===== src/rtl/lvt_read_mux_if.sv =====
// lvt_read_mux_if: write, read-request, bank-data and read-result bundle for lvt_read_mux
// master: the memory side that drives writes, reads and bank outputs; slave: lvt_read_mux itself.
// Ports: wr_addr/wr_en/wr_data are the write ports, rd_addr/rd_en are the read requests,
//   bank_rdata carries the replicated bank outputs, and rd_data/rd_valid/rd_bank are the read results.
interface lvt_read_mux_if #(
  parameter int index_width = 8,
  parameter int data_width  = 32,
  parameter int n_wr        = 2,
  parameter int n_rd        = 2,
  parameter int n_bits_bank = 1
);
  logic [n_wr*index_width-1:0]     wr_addr;
  logic [n_wr-1:0]                 wr_en;
  logic [n_wr*data_width-1:0]      wr_data;
  logic [n_rd*index_width-1:0]     rd_addr;
  logic [n_rd-1:0]                 rd_en;
  logic [n_rd*n_wr*data_width-1:0] bank_rdata;
  logic [n_rd*data_width-1:0]      rd_data;
  logic [n_rd-1:0]                 rd_valid;
  logic [n_rd*n_bits_bank-1:0]     rd_bank;
  modport master (
    output wr_addr, wr_en, wr_data, rd_addr, rd_en, bank_rdata,
    input  rd_data, rd_valid, rd_bank
  );
  modport slave (
    input  wr_addr, wr_en, wr_data, rd_addr, rd_en, bank_rdata,
    output rd_data, rd_valid, rd_bank
  );
endinterface


===== src/rtl/lvt_read_mux.sv =====
// lvt_read_mux: live-value-table read side; tracks the newest writer per address and muxes that writer's bank onto each read port
// Ports: clk (rising edge), reset (asynchronous, active-low), bus (slave modport of lvt_read_mux_if).
//   Inputs on bus: wr_addr, wr_en and wr_data for the write ports; rd_addr and rd_en for the read requests;
//   bank_rdata for the bank outputs, which have a 1-cycle latency.
//   Outputs on bus: rd_data and rd_valid give the registered read result; rd_bank gives the bank chosen at read issue.
// Optional feature, enabled by defining LVT_WR_BYPASS_EN: a write landing on a read address on the same edge
//   forwards that write's wr_data to the read instead of the stale bank output.
module lvt_read_mux #(
  parameter int index_width = 8,
  parameter int data_width  = 32,
  parameter int n_wr        = 2,
  parameter int n_rd        = 2,
  parameter int n_bits_bank = 1
) (
  input logic clk,
  input logic reset,
  lvt_read_mux_if.slave bus
);
  localparam int depth = 2 ** index_width;
  logic [n_bits_bank-1:0] lvt  [depth];
  logic [n_bits_bank-1:0] look [n_rd];
  logic [n_bits_bank-1:0] sel  [n_rd];
  logic [data_width-1:0]  pick [n_rd];
  logic [n_rd-1:0]        v1;
  // Ascending port order makes the highest-index writer's assignment the last one, so it wins on address collisions.
  always_ff @(posedge clk or negedge reset)
    if (!reset) for (int a = 0; a < depth; a++) lvt[a] <= '0;
    else for (int i = 0; i < n_wr; i++)
      if (bus.wr_en[i]) lvt[bus.wr_addr[i*index_width +: index_width]] <= n_bits_bank'(i);
`ifdef LVT_WR_BYPASS_EN
  logic [n_rd-1:0]       hit;
  logic [n_rd-1:0]       byp_sel;
  logic [data_width-1:0] byp_d [n_rd];
  logic [data_width-1:0] byp_q [n_rd];
  always_comb
    for (int r = 0; r < n_rd; r++) begin
      look[r]  = lvt[bus.rd_addr[r*index_width +: index_width]];
      hit[r]   = 1'b0;
      byp_d[r] = '0;
      for (int i = 0; i < n_wr; i++)
        if (bus.wr_en[i] && bus.wr_addr[i*index_width +: index_width] == bus.rd_addr[r*index_width +: index_width]) begin
          look[r]  = n_bits_bank'(i);
          hit[r]   = 1'b1;
          byp_d[r] = bus.wr_data[i*data_width +: data_width];
        end
    end
  always_ff @(posedge clk or negedge reset)
    if (!reset) begin
      byp_sel <= '0;
      for (int r = 0; r < n_rd; r++) byp_q[r] <= '0;
    end else for (int r = 0; r < n_rd; r++)
      if (bus.rd_en[r]) begin
        byp_sel[r] <= hit[r];
        byp_q[r]   <= byp_d[r];
      end
  always_comb
    for (int r = 0; r < n_rd; r++)
      pick[r] = byp_sel[r] ? byp_q[r] : bus.bank_rdata[(r*n_wr + int'(sel[r]))*data_width +: data_width];
`else
  logic unused_wr_data;
  assign unused_wr_data = ^bus.wr_data;
  always_comb
    for (int r = 0; r < n_rd; r++) begin
      look[r] = lvt[bus.rd_addr[r*index_width +: index_width]];
      pick[r] = bus.bank_rdata[(r*n_wr + int'(sel[r]))*data_width +: data_width];
    end
`endif
  // Stage 1 captures the bank choice while the banks read; stage 2 muxes the chosen bank once its data arrives.
  always_ff @(posedge clk or negedge reset)
    if (!reset) begin
      v1           <= '0;
      bus.rd_valid <= '0;
      bus.rd_data  <= '0;
      bus.rd_bank  <= '0;
      for (int r = 0; r < n_rd; r++) sel[r] <= '0;
    end else begin
      v1           <= bus.rd_en;
      bus.rd_valid <= v1;
      for (int r = 0; r < n_rd; r++) begin
        if (bus.rd_en[r]) begin
          sel[r]                                  <= look[r];
          bus.rd_bank[r*n_bits_bank +: n_bits_bank] <= look[r];
        end
        if (v1[r]) bus.rd_data[r*data_width +: data_width] <= pick[r];
      end
    end
endmodule

===== src/flat_wrapper.sv =====
// flat-port wrapper written by rule: the top's interface ports become plain ports
module lvt_read_mux_flat 
#(
  parameter int index_width = 8,
  parameter int data_width  = 32,
  parameter int n_wr        = 2,
  parameter int n_rd        = 2,
  parameter int n_bits_bank = 1
)
  (clk, reset, bus_wr_addr, bus_wr_en, bus_wr_data, bus_rd_addr, bus_rd_en, bus_bank_rdata, bus_rd_data, bus_rd_valid, bus_rd_bank);
  lvt_read_mux_if #(.index_width(index_width), .data_width(data_width), .n_wr(n_wr), .n_rd(n_rd), .n_bits_bank(n_bits_bank)) bus_i ();
  input logic clk;
  input logic reset;
  input wire logic [$bits(bus_i.wr_addr)-1:0] bus_wr_addr;
  input wire logic [$bits(bus_i.wr_en)-1:0] bus_wr_en;
  input wire logic [$bits(bus_i.wr_data)-1:0] bus_wr_data;
  input wire logic [$bits(bus_i.rd_addr)-1:0] bus_rd_addr;
  input wire logic [$bits(bus_i.rd_en)-1:0] bus_rd_en;
  input wire logic [$bits(bus_i.bank_rdata)-1:0] bus_bank_rdata;
  output wire logic [$bits(bus_i.rd_data)-1:0] bus_rd_data;
  output wire logic [$bits(bus_i.rd_valid)-1:0] bus_rd_valid;
  output wire logic [$bits(bus_i.rd_bank)-1:0] bus_rd_bank;
  assign bus_i.wr_addr = bus_wr_addr;
  assign bus_i.wr_en = bus_wr_en;
  assign bus_i.wr_data = bus_wr_data;
  assign bus_i.rd_addr = bus_rd_addr;
  assign bus_i.rd_en = bus_rd_en;
  assign bus_i.bank_rdata = bus_bank_rdata;
  assign bus_rd_data = bus_i.rd_data;
  assign bus_rd_valid = bus_i.rd_valid;
  assign bus_rd_bank = bus_i.rd_bank;
  lvt_read_mux #(.index_width(index_width), .data_width(data_width), .n_wr(n_wr), .n_rd(n_rd), .n_bits_bank(n_bits_bank)) u_core (.clk(clk), .reset(reset), .bus(bus_i));
endmodule

===== config.mk =====
export PLATFORM = sky130hd
export DESIGN_NAME = lvt_read_mux_flat
export DESIGN_NICKNAME = d
export VERILOG_FILES = /design/src/rtl/lvt_read_mux_if.sv /design/src/rtl/lvt_read_mux.sv /design/src/flat_wrapper.sv
export SDC_FILE = /design/constraint.sdc
export NUM_CORES = 1
export LEC_CHECK = 0
export BUFFER_PORTS_ARGS = -buffer_cell sky130_fd_sc_hd__buf_4
export CAP_MARGIN = 20
export CORE_ASPECT_RATIO = 1.75
export CORE_MARGIN = 2
export CORE_UTILIZATION = 30
export DETAILED_ROUTE_END_ITERATION = 6
export PLACE_DENSITY_LB_ADDON = 0.3
export SLEW_MARGIN = 30
export SYNTH_ARGS = -nofsm -noshare
export SYNTH_HDL_FRONTEND = slang
export SYNTH_SLANG_ARGS = --single-unit
export TNS_END_PERCENT = 50

===== constraint.sdc =====
create_clock -name clk -period 2.7 [get_ports clk]
set_input_delay 0.135 -clock clk [delete_from_list [all_inputs] [get_ports clk]]
set_output_delay 0.135 -clock clk [all_outputs]
set_load 0.05 [all_outputs]

=== After elaboration in Yosys (flattened, before gate mapping) ===
Index checks and enable logic that the tools add are counted.

* Mux-type cells: 12
* Bitwise gates (word level): 7
* Shift operators: 2
* $add $sub $neg: 1
* Reductions and logical operators: 2
* Magnitude comparators: 6

{| class="wikitable"
|+ Operator list
! operator !! number
|-
| 2-to-1 mux 256 bit || 2
|-
| bitwise AND 256 bit || 1
|-
| NOT 256 bit || 1
|-
| bitwise OR 256 bit || 1
|-
| indexed part select 128 x 32 -> 32 bit || 1
|-
| indexed part select 128 x 7 -> 32 bit || 1
|-
| greater-or-equal comparator 9 bit (second input constant) || 4
|-
| NOT 8 -> 9 bit || 4
|-
| < comparator 9 x 1 -> 1 bit (second input constant) || 2
|-
| binary-select mux 1 bit (select 8 bit) || 2
|-
| demux 1 bit (select 8 bit) || 2
|-
| 2-to-1 mux 1 bit || 6
|-
| adder 2 x 1 -> 3 bit (first input constant) || 1
|-
| logical AND 1 bit || 2
|}

* Output and inout port bits: 68
* Word-level logic and storage cells: 292
* Input port bits: 230
* Flip-flop bits (word level): 326

=== Depth between registers and ports, before layout ===
Gate-level depths: netlist of run 1.

* Depth in word-level cells: 10
* Depth in mapped cells: 11
* Depth with buffers taken out: 7

=== Worst setup path after synthesis of run 1 ===
OpenSTA, ideal clock, no wires.

* Path type: register to register
* Start: reg u_core.lvt[113] (netlist name)
* End: reg u_core.bus.rd_bank[1]
* Setup slack: 872 ps
* Buffers on the path: 0
* Library setup time: 124 ps
* Data arrival time: 1,704 ps
* Period minus slack after synthesis: 1,828 ps
* Stages on the path, launching flop included: 7
* Data required time: 2,576 ps
* Cells stage by stage: dfrtp_1 > mux4_1 > mux2_2 > a22oi_1 > and4_1 > nor4_1 > a211o_1

* Word-level cells in the longest chain between the ends: 3

{| class="wikitable"
|+ Ends and longest elaborated chain
! element !! line !! source
|-
| start: declaration || lvt_read_mux.sv:20 || <nowiki>logic [n_bits_bank-1:0] lvt [depth];</nowiki>
|-
| start signal: indexed assignment || lvt_read_mux.sv:29 || <nowiki>if (bus.wr_en[i]) lvt[bus.wr_addr[i*index_width +: index_width]] <= n_bits_bank'(i);</nowiki>
|-
| binary-select mux 1 bit (select 8 bit) || lvt_read_mux.sv:64 || <nowiki>look[r] = lvt[bus.rd_addr[r*index_width +: index_width]];</nowiki>
|-
| 2-to-1 mux 1 bit (implied by the code) (2 in series) || lvt_read_mux.sv:64 ||
|-
| end signal: indexed assignment || lvt_read_mux.sv:82 || <nowiki>bus.rd_bank[r*n_bits_bank +: n_bits_bank] <= look[r];</nowiki>
|-
| end: declaration || lvt_read_mux_if.sv:27 || <nowiki>output rd_data, rd_valid, rd_bank</nowiki>
|}

No other way between the ends. The select of a mux whose other input is x is not followed.
A chain may end at the register's enable or synchronous reset.

=== Worst setup path in the final report of run 1 ===
* Start: reg u_core.lvt[137] (netlist name)
* End: reg u_core.sel[1] (netlist name)

* Word-level cells in the longest chain between the ends: 3

{| class="wikitable"
|+ Ends and longest elaborated chain
! element !! line !! source
|-
| binary-select mux 1 bit (select 8 bit) || lvt_read_mux.sv:64 ||
|-
| 2-to-1 mux 1 bit (implied by the code) (2 in series) || lvt_read_mux.sv:64 ||
|-
| end signal: indexed assignment || lvt_read_mux.sv:81 || <nowiki>sel[r] <= look[r];</nowiki>
|-
| end: declaration || lvt_read_mux.sv:22 || <nowiki>logic [n_bits_bank-1:0] sel [n_rd];</nowiki>
|}

No other way between the ends. The select of a mux whose other input is x is not followed.

==> flow_metrics.tcl, run 1 <==
set metrics [dict create \
    status "finished clean" \
    syn_nets 1926 \
    num_vias 16996 \
    fin_setup_tns_ns 0 \
    crit_required_ns 3.21 \
    numPortBuffers 233 \
    synth.area.mux_share 0.202 \
    maxCapViolations 0 \
    yosysSeqAreaShare 0.458 \
    synth.distinct_cells 48 \
    place_congestion 1.03 \
    cts.sinks 326 \
    fin_crit_ns 2.20 \
    synth_edf_count 0 \
    tightest_slew_ns 0.995 \
    cts-root-buf "clkbuf_16" \
    powerDensity_nw_per_um2 569 \
    final_nets 2291 \
    syn_area_per_cell_um2 10.5 \
    drive_gt1_frac 0.222 \
    p_leak_nw 9.61 \
    dieArea_um2 61500 \
    initial_core_util 0.303 \
    clock-skew-final_ns 0.0124 \
    worstPathArrival_ns 2.70 \
    hpwl_um 56900 \
    final_hold_viol_count 0 \
    hp-class "input pin to asynchronous set/reset pin" \
    fin_hold_ws_ns 0.0316 \
    htree_num_levels 1 \
    vias_per_cell 5.93 \
    endpoint_kind "flop" \
    drt_wl_total_um 81300 \
    synth-xor-area-share 0 \
    area_delta_synth_final_pct 29.2 \
    core_um2 58900 \
    die_y_um 326 \
    row_count 118 \
    yosys-top-cells-area "dfrtp_1 46%, o21ai_0 14%, mux2i_1 7.9%" \
    rsz0062_at_grt "false" \
    ys_ff_latch 326 \
    cts.clk_slew.worst_paths_ns 0.07 \
    synthAdderAreaFrac 0 \
    setup_violations 0 \
    wl_per_cell_um 28.3 \
    synth_top_area_share 0.458 \
    fmax_ghz 0.456 \
    cts_buffer_depth 3 \
    die_w_um 188 \
    grt_pass1_vias 17220 \
    grt_usage 0.260 \
    dp.cells 2669 \
    startpoint_type "flop" \
    route.antenna.remaining_nets 0 \
    cts_inserted_buffers 31 \
    first_pass_iters 6 \
    syn_inst 1696 \
    cp_max_fo 3 \
    rr_endpoint "u_core.sel[1]" \
    synth_top_family_by_area "compound AO/OA/AOI/OAI gates" \
    cts_tree "built" \
    synth_flop_cell "dfrtp_1" \
    grt_overflow_total 0 \
    reg2regPathDepth 6 \
    relSlewSlack 0.337 \
    peakVddDrop_mv 0.459 \
    synth_compound_area_frac 0.207 \
    clk_latency_ns 0.62 \
    synthSimpleGateAreaFrac 0.0856 \
    yosysTopAreaCell "dfrtp_1" \
    path_class "flop to flop" \
    final_cells 2868 \
    finalMaxSlewViolations 0 \
    finalCritPeriodShare 0.813 \
    synthArstFlopShare 1.00 \
    grt_max_degree 77 \
    r2r_slack_ns 0.50 \
    grt_pass1_wl_um 117000 \
    antenna_found_initial 4 \
    ios 298 \
    drc_errors 0 \
    drt_iter0_markers 1485 \
    r2r_start "u_core.lvt[137]" \
    synth_warnings 0 \
    netlist_area_um2 17800 \
]
## worst max path at each step
stage          cells after the start  slack [ns]                  start                endpoint
4_1_cts                            6        0.54        u_core.lvt[114]   u_core.bus.rd_bank[1]
6_report                           6        0.50        u_core.lvt[137]           u_core.sel[1]
3_3_place_gp                       9        0.12         bus_rd_addr[1]           u_core.sel[1]
3_5_place_dp                       9        0.16         bus_rd_addr[1]           u_core.sel[1]
2_1_floorplan                      6        0.87        u_core.lvt[113]   u_core.bus.rd_bank[1]
5_1_grt                            3        0.45  u_core.bus.rd_bank[1]  u_core.bus.rd_data[36]
## cell usage after synthesis, types with 3 or more instances
| library cell | number |
|---|---|
| nand2b_1 | 3 |
| mux2i_1 | 140 |
| a211oi_1 | 11 |
| mux4_2 | 60 |
| o221ai_1 | 19 |
| a22oi_1 | 19 |
| nor3_1 | 10 |
| o21ai_0 | 512 |
| nand3_1 | 65 |
| mux2_2 | 5 |
| nor2_1 | 90 |
| nor4_1 | 13 |
| buf_1 | 9 |
| a21oi_1 | 68 |
| inv_1 | 10 |
| buf_2 | 15 |
| nand4_1 | 29 |
| buf_6 | 9 |
| buf_8 | 4 |
| a2111oi_2 | 4 |
| o32ai_1 | 3 |
| clkbuf_1 | 79 |
| nand3b_1 | 8 |
| buf_12 | 8 |
| dfrtp_1 | 326 |
| o22ai_1 | 16 |
| buf_4 | 12 |
| mux4_1 | 30 |
| o221ai_2 | 5 |
| nor2b_1 | 18 |
| nand2_1 | 67 |
## layout by cell type, fill, tap and decap left out, types with 10 or more instances in the layout
| cell | n |
|---|---|
| a211oi_1 | 11 |
| a21oi_1 | 68 |
| a22oi_1 | 19 |
| buf_12 | 15 |
| buf_4 | 313 |
| clkbuf_16 | 31 |
| dfrtp_1 | 322 |
| dlygate4sd3_1 | 139 |
| inv_1 | 10 |
| mux2i_1 | 140 |
| mux4_1 | 30 |
| mux4_2 | 60 |
| nand2_1 | 67 |
| nand3_1 | 65 |
| nand4_1 | 29 |
| nor2_1 | 90 |
| nor2b_1 | 18 |
| nor3_1 | 10 |
| nor4_1 | 13 |
| o21ai_0 | 512 |
| o221ai_1 | 19 |
| o22ai_1 | 16 |
## power breakdown
| group | switching, mW | internal (mW) | leakage, nW |
|---|---|---|---|
| clock | 2.02 | 2.39 | 0.482 |
| sequential | 0.390 | 5.33 | 4.26 |
| combinational | 1.71 | 1.27 | 4.87 |
| total | 4.12 | 9.00 | 9.61 |
## area by class of cell
| cell class | instances | area [um2] |
|---|---|---|
| well taps | 780 | 976 |
| inverters | 11 | 41.3 |
| multi-input cells | 1223 | 8810 |
| clock buffers | 41 | 853 |
| repair buffers | 468 | 4060 |
| flip-flops and latches | 326 | 8170 |
| diodes | 7 | 17.5 |
| clock inverters | 12 | 116 |
| fillers | 5619 | 35900 |
## per-stage QoR
step	util	area, um2	total power [mW]	setup slack, ns
after floorplan	-	17800	7.36	0.872
after global placement	0.351	20700	8.41	0.120
after detailed placement	0.351	20700	8.48	0.157
after CTS	0.391	23000	13.1	0.537
after global routing	0.391	23000	13.6	0.449
final	0.391	23000	13.1	0.505
## worst max-delay path, stage by stage, from the launching register on
cell and delay (ns):
dfrtp_1 0.40, mux4_1 0.50, a22oi_1 0.29, a21oi_1 0.11, o21ai_1 0.34, a311oi_1 0.15
a211o_1 0.29
## what timing repair did
item / CTS / global route
hold endpoints to repair: 372 / 0
hold buffers: 139 / 0
resized for setup: 0 / 0
setup buffers: 0 / 0
## kinds of logic (layout without fill, tap and decap cells)
family / count (synthesis) / in the layout
and+or+nand+nor: 317 / 317
DFF: 326 / 326
AOI/OAI and AO/OA: 671 / 671
muxes: 235 / 235
other: 0 / 7
buffers and inverters: 147 / 532
## sequential cells by signal, summed over array words and instances (netlist names)
signal,cells
u_core.bus.rd_bank,1
u_core.lvt,256
u_core.bus.rd_valid,2
u_core.bus.rd_data,64
u_core.v1,2
u_core.sel,1
## layer usage
metal,vias to the layer above,track usage,wire length [um]
li1,7197,-,-
met1,8324,0.275,26900
met2,1144,0.434,38600
met3,327,0.0548,7370
met4,4,0.235,8400
met5,-,0,19
(Power assumes the default switching activity.)
==> inputs of run 2 (changes only) <==
==> constraint.sdc (replaced) <==
create_clock -name clk -period 2.15 [get_ports clk]
set_input_delay 0.1075 -clock clk [delete_from_list [all_inputs] [get_ports clk]]
set_output_delay 0.1075 -clock clk [all_outputs]
set_load 0.05 [all_outputs]
==> flow_metrics.tcl, run 2 (synthesis results as in run 1) <==
set metrics [dict create \
    cts.sinks 326 \
    worstPathArrival_ns 2.59 \
    startpoint_type "flop" \
    hold_depth 3 \
    finalWorstSetupSlack_ns -0.00387 \
    largest_reg_flops 256 \
    regMostFlops "u_core.lvt" \
    drive_gt1_frac 0.267 \
    numPortBuffers 233 \
    place_congestion 1.03 \
    cp_max_fo 2 \
    mostFrequentLayoutCell "o21ai_0" \
    grt_busiest_layer "met2" \
    reg2regPathDepth 7 \
    clock-skew-final_ns 0.0160 \
    area_delta_synth_final_pct 34.7 \
    grt_pass1_wl_um 124000 \
    final_nets 2394 \
    gr-usage-met1 0.290 \
    hp-class "input pin to flop" \
    cts_buffer_depth 3 \
    path_class "flop to flop" \
    cts-root-buf "clkbuf_16" \
    ios 298 \
    route.antenna.remaining_nets 0 \
    first_pass_iters 5 \
    grt_max_degree 66 \
    antenna_found_initial 5 \
    p_leak_nw 10.2 \
    wl_per_cell_um 29.2 \
    cts_tree "built" \
    drt_iter0_markers 1591 \
    met2_usage 0.458 \
    tightest_slew_ns 0.762 \
    final_hold_viol_count 0 \
    finalCritPeriodShare 1.00 \
    core_um2 58900 \
    status "finished, violations left" \
    grtUsageMet3 0.0598 \
    fmax_ghz 0.464 \
    num_vias 17568 \
    peakVddDrop_mv 0.432 \
    powerDensity_nw_per_um2 729 \
    fin_hold_ws_ns 0.0256 \
    row_count 118 \
    vias_per_cell 5.91 \
    die_w_um 188 \
    postCtsSetupRepairBufs 0 \
    violations "setup timing" \
    finalMaxSlewViolations 0 \
    setup_violations 1 \
    cts.clk_slew.worst_paths_ns 0.07 \
    final_cell_mix "512 x o21ai_0, 419 x buf_4, 322 x dfrtp_1" \
    die_y_um 326 \
    finalPower_mw 17.5 \
    dieArea_um2 61500 \
    drt_wl_total_um 86800 \
    initial_core_util 0.303 \
    grt_usage 0.277 \
    grt_overflow_total 0 \
    rsz0062_at_grt "false" \
    relSlewSlack 0.491 \
    endpoint_kind "flop" \
    clk_latency_ns 0.56 \
    reg_top3 "u_core.lvt (256), u_core.bus.rd_data (64)" \
    hpwl_um 62900 \
    fin_crit_ns 2.15 \
    drc_errors 0 \
    cts_inserted_buffers 34 \
    maxCapViolations 0 \
    grt_pass1_vias 17621 \
    htree_num_levels 2 \
    crit_required_ns 2.59 \
]
## run 2: cell types whose count changed in the layout (fill, tap and decap cells not counted), sizes merged
cell and delta:
buf +106, clkinvlp +3, diode -4, bufinv +1, clkbuf +9, dlygate4sd3 -6, clkinv -5
## run 2: repair_timing
item,in CTS,in global routing
pin swaps,0,6
endpoints found under the hold margin,399,0
hold buffers,133,0
resized for setup,2,9
setup endpoints to repair,2,2
## run 2: area by class of cell
type | count | area [um2]
sequential | 326 | 8160
timing repair buffer | 568 | 4790
antenna | 3 | 7.51
clock buffer | 50 | 1020
tap | 780 | 976
multi-input combinational | 1223 | 8860
inverter | 11 | 41.3
clock inverter | 11 | 144
fill | 5624 | 34900
## run 2: worst max-delay path: stages, from the launching register on
cell	delay [ns]
dfrtp_1	0.37
buf_4	0.13
mux4_2	0.45
a22oi_1	0.26
a21oi_1	0.12
o21ai_2	0.29
a311oi_1	0.15
a211o_1	0.28
## run 2: per-layer routing
layer | part of all wire | up-vias
met5 | 0.00067 | -
li1 | - | 7394
met4 | 0.11 | 8
met3 | 0.082 | 407
met2 | 0.47 | 1130
met1 | 0.34 | 8629
## run 2: where the power goes
group	switching, mW	total, mW	internal, mW
clock network	2.68	6.35	3.67
logic	2.28	3.98	1.71
registers	0.477	7.18	6.70
## run 2: path summary, 6_finish.rpt
path	startpoint	endpoint	slack, ns
max	u_core.lvt[137]	u_core.bus.rd_bank[1]	-0.004
max in group asynchronous	reset	u_core.lvt[146]	1.35
min reg2reg	u_core.bus.rd_data[47]	u_core.bus.rd_data[47]	0.52
min in group asynchronous	reset	u_core.lvt[171]	0.05
min	bus_wr_addr[14]	u_core.lvt[24]	0.03
max reg2reg	u_core.lvt[137]	u_core.bus.rd_bank[1]	-0.004
## run 2: stage by stage
stage / cell area [um2] / utilization / setup TNS, ns / worst slack [ns] / std cells
floorplan: 17800 / - / 0 / 0.322 / 1696
global placement: 21400 / 0.364 / -0.404 / -0.284 / 2775
detailed placement: 21400 / 0.364 / -0.386 / -0.272 / 2775
CTS: 24000 / 0.407 / 0 / 0.00570 / 2969
global route: 24000 / 0.407 / 0 / 0.000582 / 2969
finish: 24000 / 0.407 / -0.00387 / -0.00387 / 2972
==> inputs of run 3 (changes only) <==
--- a/config.mk
+++ b/config.mk
@@ -12,6 +12,7 @@
 export CORE_UTILIZATION = 30
 export DETAILED_ROUTE_END_ITERATION = 6
 export PLACE_DENSITY_LB_ADDON = 0.3
+export SETUP_SLACK_MARGIN = 0.15
 export SLEW_MARGIN = 30
 export SYNTH_ARGS = -nofsm -noshare
 export SYNTH_HDL_FRONTEND = slang
==> flow_metrics.tcl, run 3 (synthesis results as in run 1) <==
set metrics [dict create \
    switchingPower_mw 5.44 \
    endpoint_kind "flop" \
    fillers 5616 \
    route.antenna.remaining_nets 0 \
    powerDensity_nw_per_um2 729 \
    cts.sinks 326 \
    rsz0062_at_grt "true" \
    p_clk_frac 0.362 \
    cts_buffer_depth 3 \
    hold_start "bus_wr_addr[14]" \
    cts-root-buf "clkbuf_16" \
    grt_overflow_total 0 \
    place_congestion 1.03 \
    drt_iter0_markers 1665 \
    cp_top_family "multiplexers" \
    r2r_start "u_core.lvt[49]" \
    numPortBuffers 233 \
    core_um2 58900 \
    stdcell_area_um2 24100 \
    p_sw_frac 0.311 \
    placed_area_um2 21400 \
    die_w_um 188 \
    setup_violations 0 \
    grt_usage 0.277 \
    regMostFlops "u_core.lvt" \
    fin_crit_ns 2.11 \
    htree_num_levels 2 \
    final_cell_mix "512 x o21ai_0, 419 x buf_4, 322 x dfrtp_1" \
    clock-skew-final_ns 0.0215 \
    drive_gt1_frac 0.271 \
    reg_top3 "u_core.lvt (256), u_core.bus.rd_data (64)" \
    largest_reg_flops 256 \
    first_pass_iters 5 \
    path_cells "mux4_2 > a211oi_2 > nand3_1 > nand4_1 > nor4_2 > a211o_1" \
    grt_max_degree 66 \
    final_hold_viol_count 0 \
    cts.clk_slew.worst_paths_ns 0.07 \
    finalCritPeriodShare 0.983 \
    p_leak_nw 10.2 \
    clk_latency_ns 0.57 \
    row_count 118 \
    status "finished clean" \
    hpwl_um 62900 \
    drt_wl_total_um 86800 \
    hp-class "input pin to flop" \
    pwr-share-comb 0.228 \
    dieArea_um2 61500 \
    worstPathArrival_ns 2.55 \
    internal-power_mw 12.1 \
    grt_pass1_wl_um 124000 \
    area_delta_synth_final_pct 34.9 \
    max_stage_delay_ns 0.55 \
    fmax_ghz 0.473 \
    finalPower_mw 17.5 \
    startpoint_type "flop" \
    seqPwrFrac 0.409 \
    relSlewSlack 0.466 \
    cts_inserted_buffers 34 \
    crit_required_ns 2.58 \
    ios 298 \
    path_class "flop to flop" \
    mostFrequentLayoutCell "o21ai_0" \
    initial_core_util 0.303 \
    tightest_slew_ns 0.799 \
    slowest_stage "mux4_2" \
    die_y_um 326 \
    cp_num_buf_inv 0 \
    vias_per_cell 5.91 \
    drc_errors 0 \
    crit_path_start "u_core.lvt[49]" \
    num_vias 17592 \
    peakVddDrop_mv 0.433 \
    wl_per_cell_um 29.2 \
    grt_pass1_vias 17639 \
    cp_max_fo 3 \
    maxCapViolations 0 \
    finalMaxSlewViolations 0 \
    final_nets 2395 \
    antenna_found_initial 5 \
    fin_hold_ws_ns 0.0231 \
    cts_tree "built" \
]
[run 3: changes by cell type in the layout (fill, tap and decap cells not counted), sizes merged]
cell   previous run  this run
buf             435       436
diode             3         5
[run 3: final timing paths]
kind,to,slack [ns],cells after the start
worst max-delay path,u_core.bus.rd_bank[1],0.04,6
worst min-delay path,u_core.lvt[24],0.02,3
worst max register to register,u_core.bus.rd_bank[1],0.04,6
worst min register to register,u_core.bus.rd_data[47],0.52,2
max in group asynchronous,u_core.lvt[146],1.35,3
min in group asynchronous,u_core.lvt[171],0.05,2
[run 3: worst register-to-register path, cell delays in order, from the launching register on]
cell	delay [ns]
dfrtp_1	0.42
mux4_2	0.55
a211oi_2	0.24
nand3_1	0.12
nand4_1	0.34
nor4_2	0.10
a211o_1	0.23
[run 3: layout make-up]
type                    instances  area, um2  area share
inverters                      11       41.3     0.00172
diodes                          5       12.5    0.000520
well taps                     780        976      0.0406
clock inverters                11        144     0.00598
multi-input cells            1223       8890       0.370
clock buffers                  50       1020      0.0425
flip-flops and latches        326       8160       0.339
repair buffers                569       4800       0.200
[run 3: power by group through the flow]
stage	combinational, mW	clock, mW	sequential, mW
final	4.00	6.35	7.18
after global placement	3.57	0	7.23
after CTS	3.94	6.46	7.15
after floorplan	1.58	0	7.66
after global routing	4.22	6.64	7.22
after detailed placement	3.61	0	7.26
[run 3: through the flow]
step	worst slack (ns)	cells	utilization	TNS (ns)
floorplan	0.322	1696	-	0
global placement	-0.284	2775	0.364	-0.404
detailed placement	-0.272	2775	0.364	-0.386
CTS	0.0809	2969	0.407	0
global route	-0.0135	2970	0.408	-0.0135
finish	0.0358	2975	0.408	0
[run 3: what timing repair did]
action	CTS	global route
setup buffers	0	1
pin swaps	8	6
resized for setup	12	8
hold buffers	133	0
endpoints found under the setup margin	2	3
cloned	0	0
hold endpoints to repair	399	0
[run 3: layer usage]
metal  wire, um  up-vias  track usage
li1           -     7411            -
met4       9570        6        0.262
met5         39        -            0
met2      41000     1194        0.460
met1      28800     8582        0.292
met3       7480      399       0.0579
